**config.mk**
```make
export PLATFORM = sky130hd
export DESIGN_NAME = eth_axis_frame_gen
export DESIGN_NICKNAME = d
export VERILOG_FILES = /design/src/rtl/eth_axis_frame_gen.sv
export SDC_FILE = /design/constraint.sdc
export NUM_CORES = 1
export LEC_CHECK = 0
export BUFFER_PORTS_ARGS = -buffer_cell sky130_fd_sc_hd__buf_2
export CORE_MARGIN = 5
export CORE_UTILIZATION = 55
export CTS_CLUSTER_SIZE = 25
export DETAILED_ROUTE_END_ITERATION = 10
export MAX_ROUTING_LAYER = met4
export PLACE_DENSITY = 0.8
export SYNTH_ARGS = -nofsm -noshare
export SYNTH_HDL_FRONTEND = slang
export SYNTH_SLANG_ARGS = --single-unit
```
**constraint.sdc**
```tcl
create_clock -name i_tx_clk -period 6.1 [get_ports i_tx_clk]
set_input_delay 1.22 -clock i_tx_clk [delete_from_list [all_inputs] [get_ports i_tx_clk]]
set_output_delay 1.22 -clock i_tx_clk [all_outputs]
set_load 0.02 [all_outputs]
```
**src/rtl/eth_axis_frame_gen.sv**
```systemverilog
`timescale 1ns/1ps
// Purpose: Ethernet test-frame generator, AXI-Stream master feeding the 10G MAC TX port.
// Latency: first beat is valid the cycle after i_start is sampled; GAP_CYCLES idle cycles between frames.
// Backpressure: beats advance only on tvalid&&tready; outputs hold steady while tready is low.
//
// Ports:
//   i_tx_clk, i_tx_reset         TX clock, synchronous active-high reset
//   i_start, i_stop              run start pulse / stop request (honoured at a frame boundary)
//   i_payload_len, i_n_frames    payload bytes (clamped 46..1500), frames per run (0 = endless)
//   m_axis_t*                    AXI-Stream master; symbol 0 of tdata is the first byte on the wire
//   o_busy, o_frame_cnt, o_done  run status, completed-frame count, end-of-run pulse
module eth_axis_frame_gen #(
    parameter int          N_SYMBOLS  = 8,
    parameter int          W_SYMBOL   = 8,
    parameter logic [47:0] DST_MAC    = 48'hFFFF_FFFF_FFFF,
    parameter logic [47:0] SRC_MAC    = 48'h0200_0000_0001,
    parameter logic [15:0] ETHERTYPE  = 16'h88B5,
    parameter int          GAP_CYCLES = 2
) (
    input  logic                          i_tx_clk,
    input  logic                          i_tx_reset,
    input  logic                          i_start,
    input  logic                          i_stop,
    input  logic [10:0]                   i_payload_len,
    input  logic [15:0]                   i_n_frames,
    output logic                          m_axis_tvalid,
    output logic [N_SYMBOLS*W_SYMBOL-1:0] m_axis_tdata,
    output logic [N_SYMBOLS-1:0]          m_axis_tkeep,
    output logic                          m_axis_tlast,
    input  logic                          m_axis_tready,
    output logic                          o_busy,
    output logic [15:0]                   o_frame_cnt,
    output logic                          o_done
);

    localparam int HDR_LEN = 14;
    localparam logic [8*HDR_LEN-1:0] HDR = {DST_MAC, SRC_MAC, ETHERTYPE};

    typedef enum logic [1:0] {S_IDLE, S_FRAME, S_GAP} state_t;

    state_t      state_q, state_d;
    logic [7:0]  beat_q;
    logic [10:0] len_q;      // total frame length in bytes, header included
    logic [7:0]  seed_q;
    logic [15:0] cnt_q;
    logic [15:0] nfr_q;
    logic        stop_q;
    logic [7:0]  gap_q;
    logic        done_q;

    logic [10:0] pay_len;
    logic [10:0] frame_len;
    logic [7:0]  last_beat;
    logic        is_last;
    logic        hs;
    logic        hs_last;
    logic [15:0] cnt_inc;
    logic        end_run;
    logic        load;
    logic [7:0]  seed_d;
    logic [10:0] byte_idx;

    // Header bytes come straight from the constant; payload is a running byte from the seed.
    function automatic logic [W_SYMBOL-1:0] frame_byte(input logic [10:0] b, input logic [7:0] seed);
        logic [7:0] v;
        if (b < 11'(HDR_LEN)) v = HDR[8*(HDR_LEN-1-int'(b)) +: 8];
        else                  v = seed + b[7:0] - 8'(HDR_LEN);
        return W_SYMBOL'(v);
    endfunction

    always_comb begin
        if (i_payload_len < 11'd46)        pay_len = 11'd46;
        else if (i_payload_len > 11'd1500) pay_len = 11'd1500;
        else                               pay_len = i_payload_len;
    end

    assign frame_len = pay_len + 11'(HDR_LEN);
    assign last_beat = 8'((len_q - 11'd1) / 11'(N_SYMBOLS));
    assign is_last   = (beat_q == last_beat);
    assign hs        = (state_q == S_FRAME) && m_axis_tready;
    assign hs_last   = hs && is_last;
    assign cnt_inc   = (cnt_q == 16'hFFFF) ? cnt_q : cnt_q + 16'd1;
    // A stop arriving in the very cycle of the tlast handshake still ends the run there.
    assign end_run   = stop_q || i_stop || ((nfr_q != 16'd0) && (cnt_inc == nfr_q));
    // New frame parameters are captured whenever FRAME is (re)entered, including back-to-back frames.
    assign load      = (state_d == S_FRAME) && ((state_q != S_FRAME) || hs_last);

    // State register
    always_ff @(posedge i_tx_clk) begin
        if (i_tx_reset) state_q <= S_IDLE;
        else            state_q <= state_d;
    end

    // Next-state logic
    always_comb begin
        state_d = state_q;
        case (state_q)
            S_IDLE:  if (i_start) state_d = S_FRAME;
            S_FRAME: begin
                if (hs_last) begin
                    if (end_run)              state_d = S_IDLE;
                    else if (GAP_CYCLES == 0) state_d = S_FRAME;
                    else                      state_d = S_GAP;
                end
            end
            S_GAP: begin
                if (stop_q || i_stop)   state_d = S_IDLE;
                else if (gap_q == 8'd0) state_d = S_FRAME;
            end
            default: state_d = S_IDLE;
        endcase
    end

    // Seed for the frame being loaded: the count of frames already finished in this run.
    always_comb begin
        case (state_q)
            S_GAP:   seed_d = cnt_q[7:0];
            S_FRAME: seed_d = cnt_inc[7:0];
            default: seed_d = 8'd0;
        endcase
    end

    always_ff @(posedge i_tx_clk) begin
        if (i_tx_reset) begin
            beat_q <= '0;
            len_q  <= '0;
            seed_q <= '0;
            cnt_q  <= '0;
            nfr_q  <= '0;
            stop_q <= 1'b0;
            gap_q  <= '0;
            done_q <= 1'b0;
        end else begin
            done_q <= (state_q != S_IDLE) && (state_d == S_IDLE);
            if (state_q == S_IDLE) begin
                // A stop in IDLE is dropped unless it coincides with a start.
                stop_q <= i_start && i_stop;
                if (i_start) begin
                    cnt_q <= '0;
                    nfr_q <= i_n_frames;
                end
            end else begin
                if (i_stop)  stop_q <= 1'b1;
                if (hs_last) cnt_q  <= cnt_inc;
            end
            if (load) begin
                beat_q <= '0;
                len_q  <= frame_len;
                seed_q <= seed_d;
            end else if (hs) begin
                beat_q <= beat_q + 8'd1;
            end
            if (state_q == S_FRAME && state_d == S_GAP)
                gap_q <= 8'(GAP_CYCLES - 1);
            else if (state_q == S_GAP && gap_q != 8'd0)
                gap_q <= gap_q - 8'd1;
        end
    end

    // Outputs: everything is derived from registered state, so it cannot change during a stall.
    always_comb begin
        m_axis_tvalid = 1'b0;
        m_axis_tlast  = 1'b0;
        m_axis_tkeep  = '0;
        m_axis_tdata  = '0;
        o_busy        = (state_q != S_IDLE);
        byte_idx      = '0;
        if (state_q == S_FRAME) begin
            m_axis_tvalid = 1'b1;
            m_axis_tlast  = is_last;
            for (int k = 0; k < N_SYMBOLS; k++) begin
                byte_idx = 11'(beat_q) * 11'(N_SYMBOLS) + 11'(k);
                // Lanes past the end of the frame stay zero with keep low.
                if (byte_idx < len_q) begin
                    m_axis_tkeep[k]                         = 1'b1;
                    m_axis_tdata[k*W_SYMBOL +: W_SYMBOL]    = frame_byte(byte_idx, seed_q);
                end
            end
        end
    end

    assign o_frame_cnt = cnt_q;
    assign o_done      = done_q;

endmodule
```
After elaboration in Yosys (flattened, before gate mapping)
Index checks and enable logic that the tools add are counted.
Word-level totals
  bits in latches: 0
  memories: 0
  ROM bits: 0
  memory bits (writable): 0
  input port bits: 32
  output and inout port bits: 92
  register bits after elaboration: 71
Cells by class
  add/subtract/negate cells: 36
  div/mod/pow operators: 0
  multipliers: 0
  equality and inequality tests: 9
  bitwise logic cells: 0
  shifts and indexed selects: 8
  order comparisons: 18
  reduce and logical (&&, ||, !) cells: 24
  multiplexer cells: 45
Operator list (number)
  112-bit by 15-bit indexed part select with 8-bit output, first input constant: 8
  8-bit two-way mux: 17
  4-bit by 11-bit subtractor with 12-bit output, first input constant: 8
  11-bit < comparator: 8
  11-bit by 4-bit < comparator with 1-bit output, second input constant: 8
  8-bit adder: 8
  16-bit two-way mux: 4
  64-bit two-way mux: 1
  8-bit by 4-bit subtractor with 8-bit output, second input constant: 8
  11-bit by 3-bit adder with 11-bit output, second input constant: 4
  11-bit by 2-bit adder with 11-bit output, second input constant: 2
  11-bit two-way mux: 2
  16-bit by 1-bit adder with 16-bit output, second input constant: 1
  16-bit == test: 1
  16-bit == test, second input constant: 1
  8-bit case mux with 2 select lines: 1
  16-bit nonzero test: 1
  1-bit two-way mux: 14
  11-bit by 1-bit adder with 11-bit output, second input constant: 1
  11-bit by 4-bit adder with 11-bit output, second input constant: 1
  11-bit > comparator, second input constant: 1
  11-bit by 6-bit < comparator with 1-bit output, second input constant: 1
  11-bit by 1-bit subtractor with 11-bit output, second input constant: 1
  2-bit two-way mux: 5
  other kinds (16): 33

Depth between registers and ports, before layout
Gate-level depths: netlist of the first run.
  word-level depth: 11
  depth in mapped cells: 13

Worst setup path after synthesis of the first run
OpenSTA, ideal clock, no wires.
  kind: reg-to-output
  start: register beat_q[0]
  end: output port m_axis_tdata[39]
  stages on the path, launching flop included: 12
  data arrival time: 2.764 ns
  slack: 2.116 ns
  required time: 4.880 ns
  cells stage by stage: dfxtp_1 > clkbuf_1 > inv_1 > ha_1 > ha_1 > inv_1 > fa_1 > o21ai_0 > a21oi_1 > xor2_1 > nand2_1 > a21oi_1
Between the ends
  word-level cells in the longest chain between the ends: 6
  elaborated cells on any way between the ends: 10
  classes of those cells: 4 x add/sub; 2 x order compare; 1 x shift; 3 x mux
Ends and longest elaborated chain
  start, declared: line 42  | logic [7:0] beat_q;
  start signal, assigned: line 151  | beat_q <= beat_q + 8'd1;
  11-bit by 3-bit adder with 11-bit output *: line 172  | byte_idx = 11'(beat_q) * 11'(N_SYMBOLS) + 11'(k);
  4-bit by 11-bit subtractor with 12-bit output or 8-bit adder (tied branches): line 66, 67
  112-bit by 15-bit indexed part select with 8-bit output or 8-bit by 4-bit subtractor with 8-bit output (tied branches): line 66, 67
  8-bit two-way mux: line 66  | if (b < 11'(HDR_LEN)) v = HDR[8*(HDR_LEN-1-int'(b)) +: 8];
  8-bit two-way mux *: line 174  | if (byte_idx < len_q) begin
  64-bit two-way mux *: line 168  | if (state_q == S_FRAME) begin
  end, declared: line 27  | output logic [N_SYMBOLS*W_SYMBOL-1:0] m_axis_tdata,
Every way passes the cells marked *; elsewhere a longest branch is shown, timed or not.

Worst setup path in the final report of the first run
Same ends and word-level chain as after synthesis.

==> reports/qor.csv, run 1 <==
metric;value;unit
Hold WC Path Type;flip-flop to flip-flop;
Layout Cells excl Fill;1089;
dpl cells;1074;
fmax;0.207;GHz
Post-synth EDFFs;0;
Least-Margin Pin Slew;1.19;ns
syn_nets;930;
final setup violation count;0;
Wirelength per Cell;16.2;um
synthesis-to-layout area growth;13.7;%
die area;13400;um^2
Worst R2R Setup Slack;2.09;ns
worst hold endpoint;seed_q[5];
leakage power;3.05;nW
H-tree levels;3;
CTS Sinks;71;
synthesized area;6160;um^2
Routed met3 length;1.25;mm
die height;116;um
WHS Path Cells;2;
met2 wire len;8.32;mm
initial antenna violation count;0;
post-synthesis register bit count;71;
CP peak stage delay;0.56;ns
max_cap viols;0;
prevailing post-synth register cell;dfxtp_1;
Skew-Pair Late Insertion Delay;0.37;ns
CTS tree;done;
total routed wirelength;17.6;mm
drt first pass iters;5;
Hold Slack;0.479;ns
reg2reg end;len_q[6];
global route total overflow;0;
number of cell rows;38;
crit path max fanout;11;
n_diodes;0;
Tcrit/Tclk final;79.1;%
HPWL Detailed;13.3;mm
vias in the first global route;5856;
core region area;10900;um^2
CP Class;flip-flop to output pin;
most frequent cells in the layout;123 x buf_2, 113 x a21oi_1, 82 x nor2_1, 79 x nand2_1, 71 x dfxtp_1;
uppermost layer routed;met4;
pins over their slew limit;0;
cts repair resizes;0;
initial core utilization;56.6;%
via/cell ratio;5.95;
Final ANT Viol Nets;0;
Worst Hold Launch;seed_q[5];
setup TNS;0;ns
clk root buf;clkbuf_8;
fillers;968;
number of port buffers;123;
placed inst area;6780;um^2
worst-case reg-to-reg path depth;10;
post-CTS setup-driven buffer insertion count;0;
area of the multi-input gates;4340;um^2
final instance area;7000;um^2
Horiz. Die Dim;116;um
I/O Pins;124;
most common cell after layout, fill and taps aside;buf_2;
largest net degree at the start of global routing;41;
post-layout net count;1021;
DRC;0;
Post-synth ARST share;0;%
critical path, cell by cell;inv_1 > ha_1 > ha_1 > inv_1 > fa_1 > o21ai_0 > a21oi_1 > xor2_1 > nand2_1 > a21oi_1 > buf_2;
Tot GR Track Use;26.7;%
Final Wtd Congestion;0.988;
Inserted Clock Buffers;9;
pwr dens;206;nW/um^2
Crit-path slowest cell;dfxtp_1;
setup ws final;1.27;ns
initial DRC count;524;
Startpoint Class;flip-flop;
Req. time, crit path;4.88;ns
Worst Setup End Kind;output pin;
status;finished, final reports clean;
Worst Clk Skew;0.0120;ns
# hold bufs at CTS;0;
syn avg cell area;7.21;um^2
RR Startpoint;o_frame_cnt[0];
Cell variety after synth;66;
register area;1420;um^2
Seq/Total Area, Yosys;23.1;%
layout cells sized above 1;16.5;%
clk buf depth;2;
global-route wire length before repair;28.5;mm
vias;6475;
Synth Instances;854;
DRT met1 WL;7.63;mm
Worst-path clk slew;0.07;ns
Final Hold Fails;0;
synthesis warning total;0;
Arr. time, crit path;3.61;ns
pre-CTS setup slack;1.74;ns
RSZ-0062 raised after global routing;no;
fin crit period;4.83;ns
worst vdd ir;0.151;mV
Slew HR;20.4;%
Yosys cell counts, types with 3 or more instances:
cell type | instances | area share (%)
inv_1 | 57 | 3.5
a21oi_1 | 113 | 9.2
ha_1 | 39 | 7.9
nand2_1 | 79 | 4.8
nand3b_1 | 3 | 0.37
mux2_2 | 3 | 0.55
nor4_1 | 11 | 1.1
nand3_1 | 28 | 2.3
dfxtp_1 | 71 | 23
a31oi_1 | 14 | 1.4
nor2_1 | 82 | 5.0
a211oi_1 | 15 | 1.8
buf_1 | 4 | 0.24
o31ai_1 | 9 | 1.1
nand4b_1 | 5 | 0.71
mux2i_1 | 5 | 0.81
buf_2 | 14 | 1.1
or2_2 | 5 | 0.51
nand2b_1 | 8 | 0.81
nor3_1 | 26 | 2.1
and2_1 | 4 | 0.41
o211a_1 | 4 | 0.65
a21o_1 | 4 | 0.49
clkbuf_1 | 24 | 1.5
xor2_1 | 32 | 4.5
xnor2_1 | 44 | 6.3
and3_1 | 12 | 1.2
nand4_1 | 20 | 2.0
or3_1 | 8 | 0.81
o21a_1 | 4 | 0.49
o21ai_0 | 43 | 3.5
fa_1 | 5 | 1.6
nor2b_1 | 9 | 0.91
and4_1 | 5 | 0.71
a311oi_1 | 6 | 0.85
where the power goes:
group	total (W)	leakage, nW	switching, W	internal, W
Sequential	0.000512	0.577	0.0000286	0.000483
Clock	0.000445	0.113	0.000176	0.000269
Combinational	0.000482	2.36	0.000319	0.000163
Total	0.00144	3.05	0.000524	0.000916
routing by layer:
metal,global-route usage (%),vias up
li1,-,3210
met1,33.6,2968
met2,43.7,264
met3,4.28,33
met4,8.89,0
met5,-,-
logic make-up after synthesis:
| group | share of synthesized area [%] |
|---|---|
| buf+inv | 6.64 |
| mux | 1.36 |
| fa+ha+maj | 9.55 |
| simple gates | 25.6 |
| xor+xnor | 10.8 |
| compound gates | 23.0 |
| flops | 23.1 |
through the flow:
stage,power (W),utilization (%)
6_report,0.00144,64.3
5_1_grt,0.00151,64.3
4_1_cts,0.00144,64.3
3_5_place_dp,0.00100,62.2
3_3_place_gp,0.000997,62.2
2_1_floorplan,0.000854,-
how the worst max path moves through the flow:
stage / from / to / cells past startpoint
after global placement: beat_q[0] / m_axis_tdata[39] / 11
after global routing: beat_q[0] / m_axis_tdata[39] / 11
after detailed placement: beat_q[0] / m_axis_tdata[39] / 11
after floorplan: beat_q[0] / m_axis_tdata[39] / 11
final: beat_q[0] / m_axis_tdata[39] / 11
after CTS: beat_q[0] / m_axis_tdata[39] / 11
area by class of cell:
| type | count | share of cell area (%) |
|---|---|---|
| tap | 140 | 2.50 |
| clock inverter | 4 | 1.36 |
| multi-input combinational | 681 | 61.9 |
| inverter | 57 | 3.06 |
| clock buffer | 11 | 1.88 |
| sequential | 71 | 20.3 |
| timing repair buffer | 125 | 9.00 |
critical path, delay by kind of cell, from the launching register on:
family	cells	cell delay, ns
AND/OR/NAND/NOR	1	0.07
AO/OA/AOI/OAI	3	0.78
flip-flops	1	0.56
adder cells (fa/ha/maj)	3	1.22
buffers and inverters	3	0.43
XOR/XNOR	1	0.18
registers in the layout, summed over array words and instances (netlist names):
register	flops
beat_q	8
gap_q	8
len_q	11
nfr_q	16
o_done	1
o_frame_cnt	16
seed_q	8
state_q	2
stop_q	1
Note: power is estimated with default switching activity, not from simulation.
==> run 2, diff against run 1 <==
==> constraint.sdc (replaced) <==
create_clock -name i_tx_clk -period 4.9 [get_ports i_tx_clk]
set_input_delay 0.98 -clock i_tx_clk [delete_from_list [all_inputs] [get_ports i_tx_clk]]
set_output_delay 0.98 -clock i_tx_clk [all_outputs]
set_load 0.02 [all_outputs]
==> reports/qor.csv, run 2 (synthesized netlist as in run 1, its figures left out) <==
metric;value;unit;change
status;finished, final reports clean;;
Arr. time, crit path;3.59;ns;-0.02 ns
DRC;0;;unchanged
reg2reg end;seed_q[2];;
setup ws final;0.335;ns;-0.938 ns
synthesis-to-layout area growth;13.6;%;about the same
worst hold endpoint;nfr_q[13];;
Hold WC Path Type;flip-flop to flip-flop;;
Critical Path Source;beat_q[0];;
cts repair resizes;0;;unchanged
final core occ;64.3;%;about the same
fmax;0.219;GHz;
die area;13400;um^2;unchanged
Skew-Pair Late Insertion Delay;0.35;ns;-0.02 ns
most frequent cells in the layout;123 x buf_2, 113 x a21oi_1, 82 x nor2_1, 79 x nand2_1, 71 x dfxtp_1;;
via/cell ratio;5.89;;-0.98%
post-layout net count;1026;;+0.49%
worst-case reg-to-reg path depth;10;;unchanged
most common cell after layout, fill and taps aside;buf_2;;
Slew HR;30.0;%;+9.6 points
layout cells sized above 1;16.9;%;+0.31 points
leakage power;3.06;nW;+0.16%
n_diodes;0;;unchanged
I/O Pins;124;;unchanged
initial core utilization;56.6;%;unchanged
number of port buffers;123;;unchanged
Layout Cells excl Fill;1095;;+0.55%
vias in the first global route;5981;;+2.1%
pre-CTS setup slack;0.761;ns;-0.979 ns
die height;116;um;unchanged
number of cell rows;38;;unchanged
clk buf depth;2;;unchanged
pwr dens;243;nW/um^2;+18%
# hold bufs at CTS;0;;unchanged
Worst Hold Launch;nfr_q[13];;
Final ANT Viol Nets;0;;unchanged
CTS Sinks;71;;unchanged
fillers;1002;;+3.5%
total routed wirelength;17.4;mm;-0.80%
drt first pass iters;5;;unchanged
Tot GR Track Use;26.8;%;+0.11 points
vias;6447;;-0.43%
H-tree levels;3;;unchanged
Req. time, crit path;3.92;ns;-0.96 ns
core region area;10900;um^2;unchanged
Worst-path clk slew;0.07;ns;about the same
Worst R2R Setup Slack;1.07;ns;-1.02 ns
max_cap viols;0;;unchanged
Final Wtd Congestion;1.04;;+5.1%
Horiz. Die Dim;116;um;unchanged
RSZ-0062 raised after global routing;no;;
initial DRC count;519;;-0.95%
final setup violation count;0;;unchanged
fin crit period;4.57;ns;
Least-Margin Pin Slew;1.05;ns;-0.140 ns
worst vdd ir;0.198;mV;+31%
global-route wire length before repair;28.8;mm;+1.4%
HPWL Detailed;13.3;mm;about the same
Wirelength per Cell;15.9;um;-1.3%
pins over their slew limit;0;;unchanged
CTS tree;done;;
post-CTS setup-driven buffer insertion count;0;;unchanged
CP Class;flip-flop to output pin;;
Hold Slack;0.479;ns;-0.000597 ns
initial antenna violation count;0;;unchanged
global route total overflow;0;;unchanged
Startpoint Class;flip-flop;;
WHS Path Cells;2;;unchanged
Final Hold Fails;0;;unchanged
setup TNS;0;ns;unchanged
largest net degree at the start of global routing;41;;unchanged
Inserted Clock Buffers;9;;unchanged
crit path max fanout;11;;unchanged
Worst Clk Skew;0.00972;ns;-0.00232 ns
clk root buf;clkbuf_8;;
Worst Setup End Kind;output pin;;
RR Startpoint;o_frame_cnt[0];;
dpl cells;1079;;+0.47%
Tcrit/Tclk final;93.2;%;
run 2: cell types whose count changed in the layout (fill, tap and decap cells not counted):
cell	before	now
nor3_1	25	26
clkbuf_1	2	3
clkinvlp_4	0	1
buf_4	2	7
nor3_2	2	1
clkbuf_8	9	10
bufinv_16	3	1
run 2: metal layers:
| metal | track usage (%) | vias to the layer above | share of wire, % |
|---|---|---|---|
| li1 | - | 3227 | - |
| met4 | 8.82 | 0 | 2.2 |
| met5 | - | - | 0 |
| met3 | 2.82 | 31 | 7.5 |
| met2 | 43.0 | 277 | 46 |
| met1 | 35.5 | 2912 | 44 |
run 2: final cells by class:
class                   instances  area (um^2)  share of cell area [%]
clock buffers                  13          149                    2.13
multi-input cells             681         4330                    61.9
repair buffers                130          668                    9.54
inverters                      57          214                    3.06
well taps                     140          175                    2.50
clock inverters                 3         42.5                   0.608
flip-flops and latches         71         1420                    20.3
run 2: worst max path at each step:
stage | endpoint
floorplan | m_axis_tdata[39]
global placement | m_axis_tdata[39]
detailed placement | m_axis_tdata[39]
CTS | m_axis_tdata[39]
global route | m_axis_tdata[39]
finish | m_axis_tdata[39]
run 2: worst max-delay path: stages, from the launching register on:
cell     delay [ns]
dfxtp_1        0.55
inv_1          0.18
ha_1           0.53
ha_1           0.26
inv_1          0.06
fa_1           0.44
o21ai_0        0.49
a21oi_1        0.13
xor2_1         0.15
nand2_1        0.06
a21oi_1        0.18
buf_2          0.19
run 2: per-stage QoR:
step / cell area (um^2) / power, W
2_1_floorplan: 6160 / 0.00106
3_3_place_gp: 6810 / 0.00124
3_5_place_dp: 6810 / 0.00125
4_1_cts: 7000 / 0.00171
5_1_grt: 7000 / 0.00180
6_report: 7000 / 0.00170
run 2: power breakdown:
| part | total, W | internal [W] | switching [W] |
|---|---|---|---|
| registers | 0.000637 | 0.000602 | 0.0000356 |
| logic | 0.000603 | 0.000206 | 0.000397 |
| clock network | 0.000462 | 0.000249 | 0.000213 |
| total | 0.00170 | 0.00106 | 0.000646 |
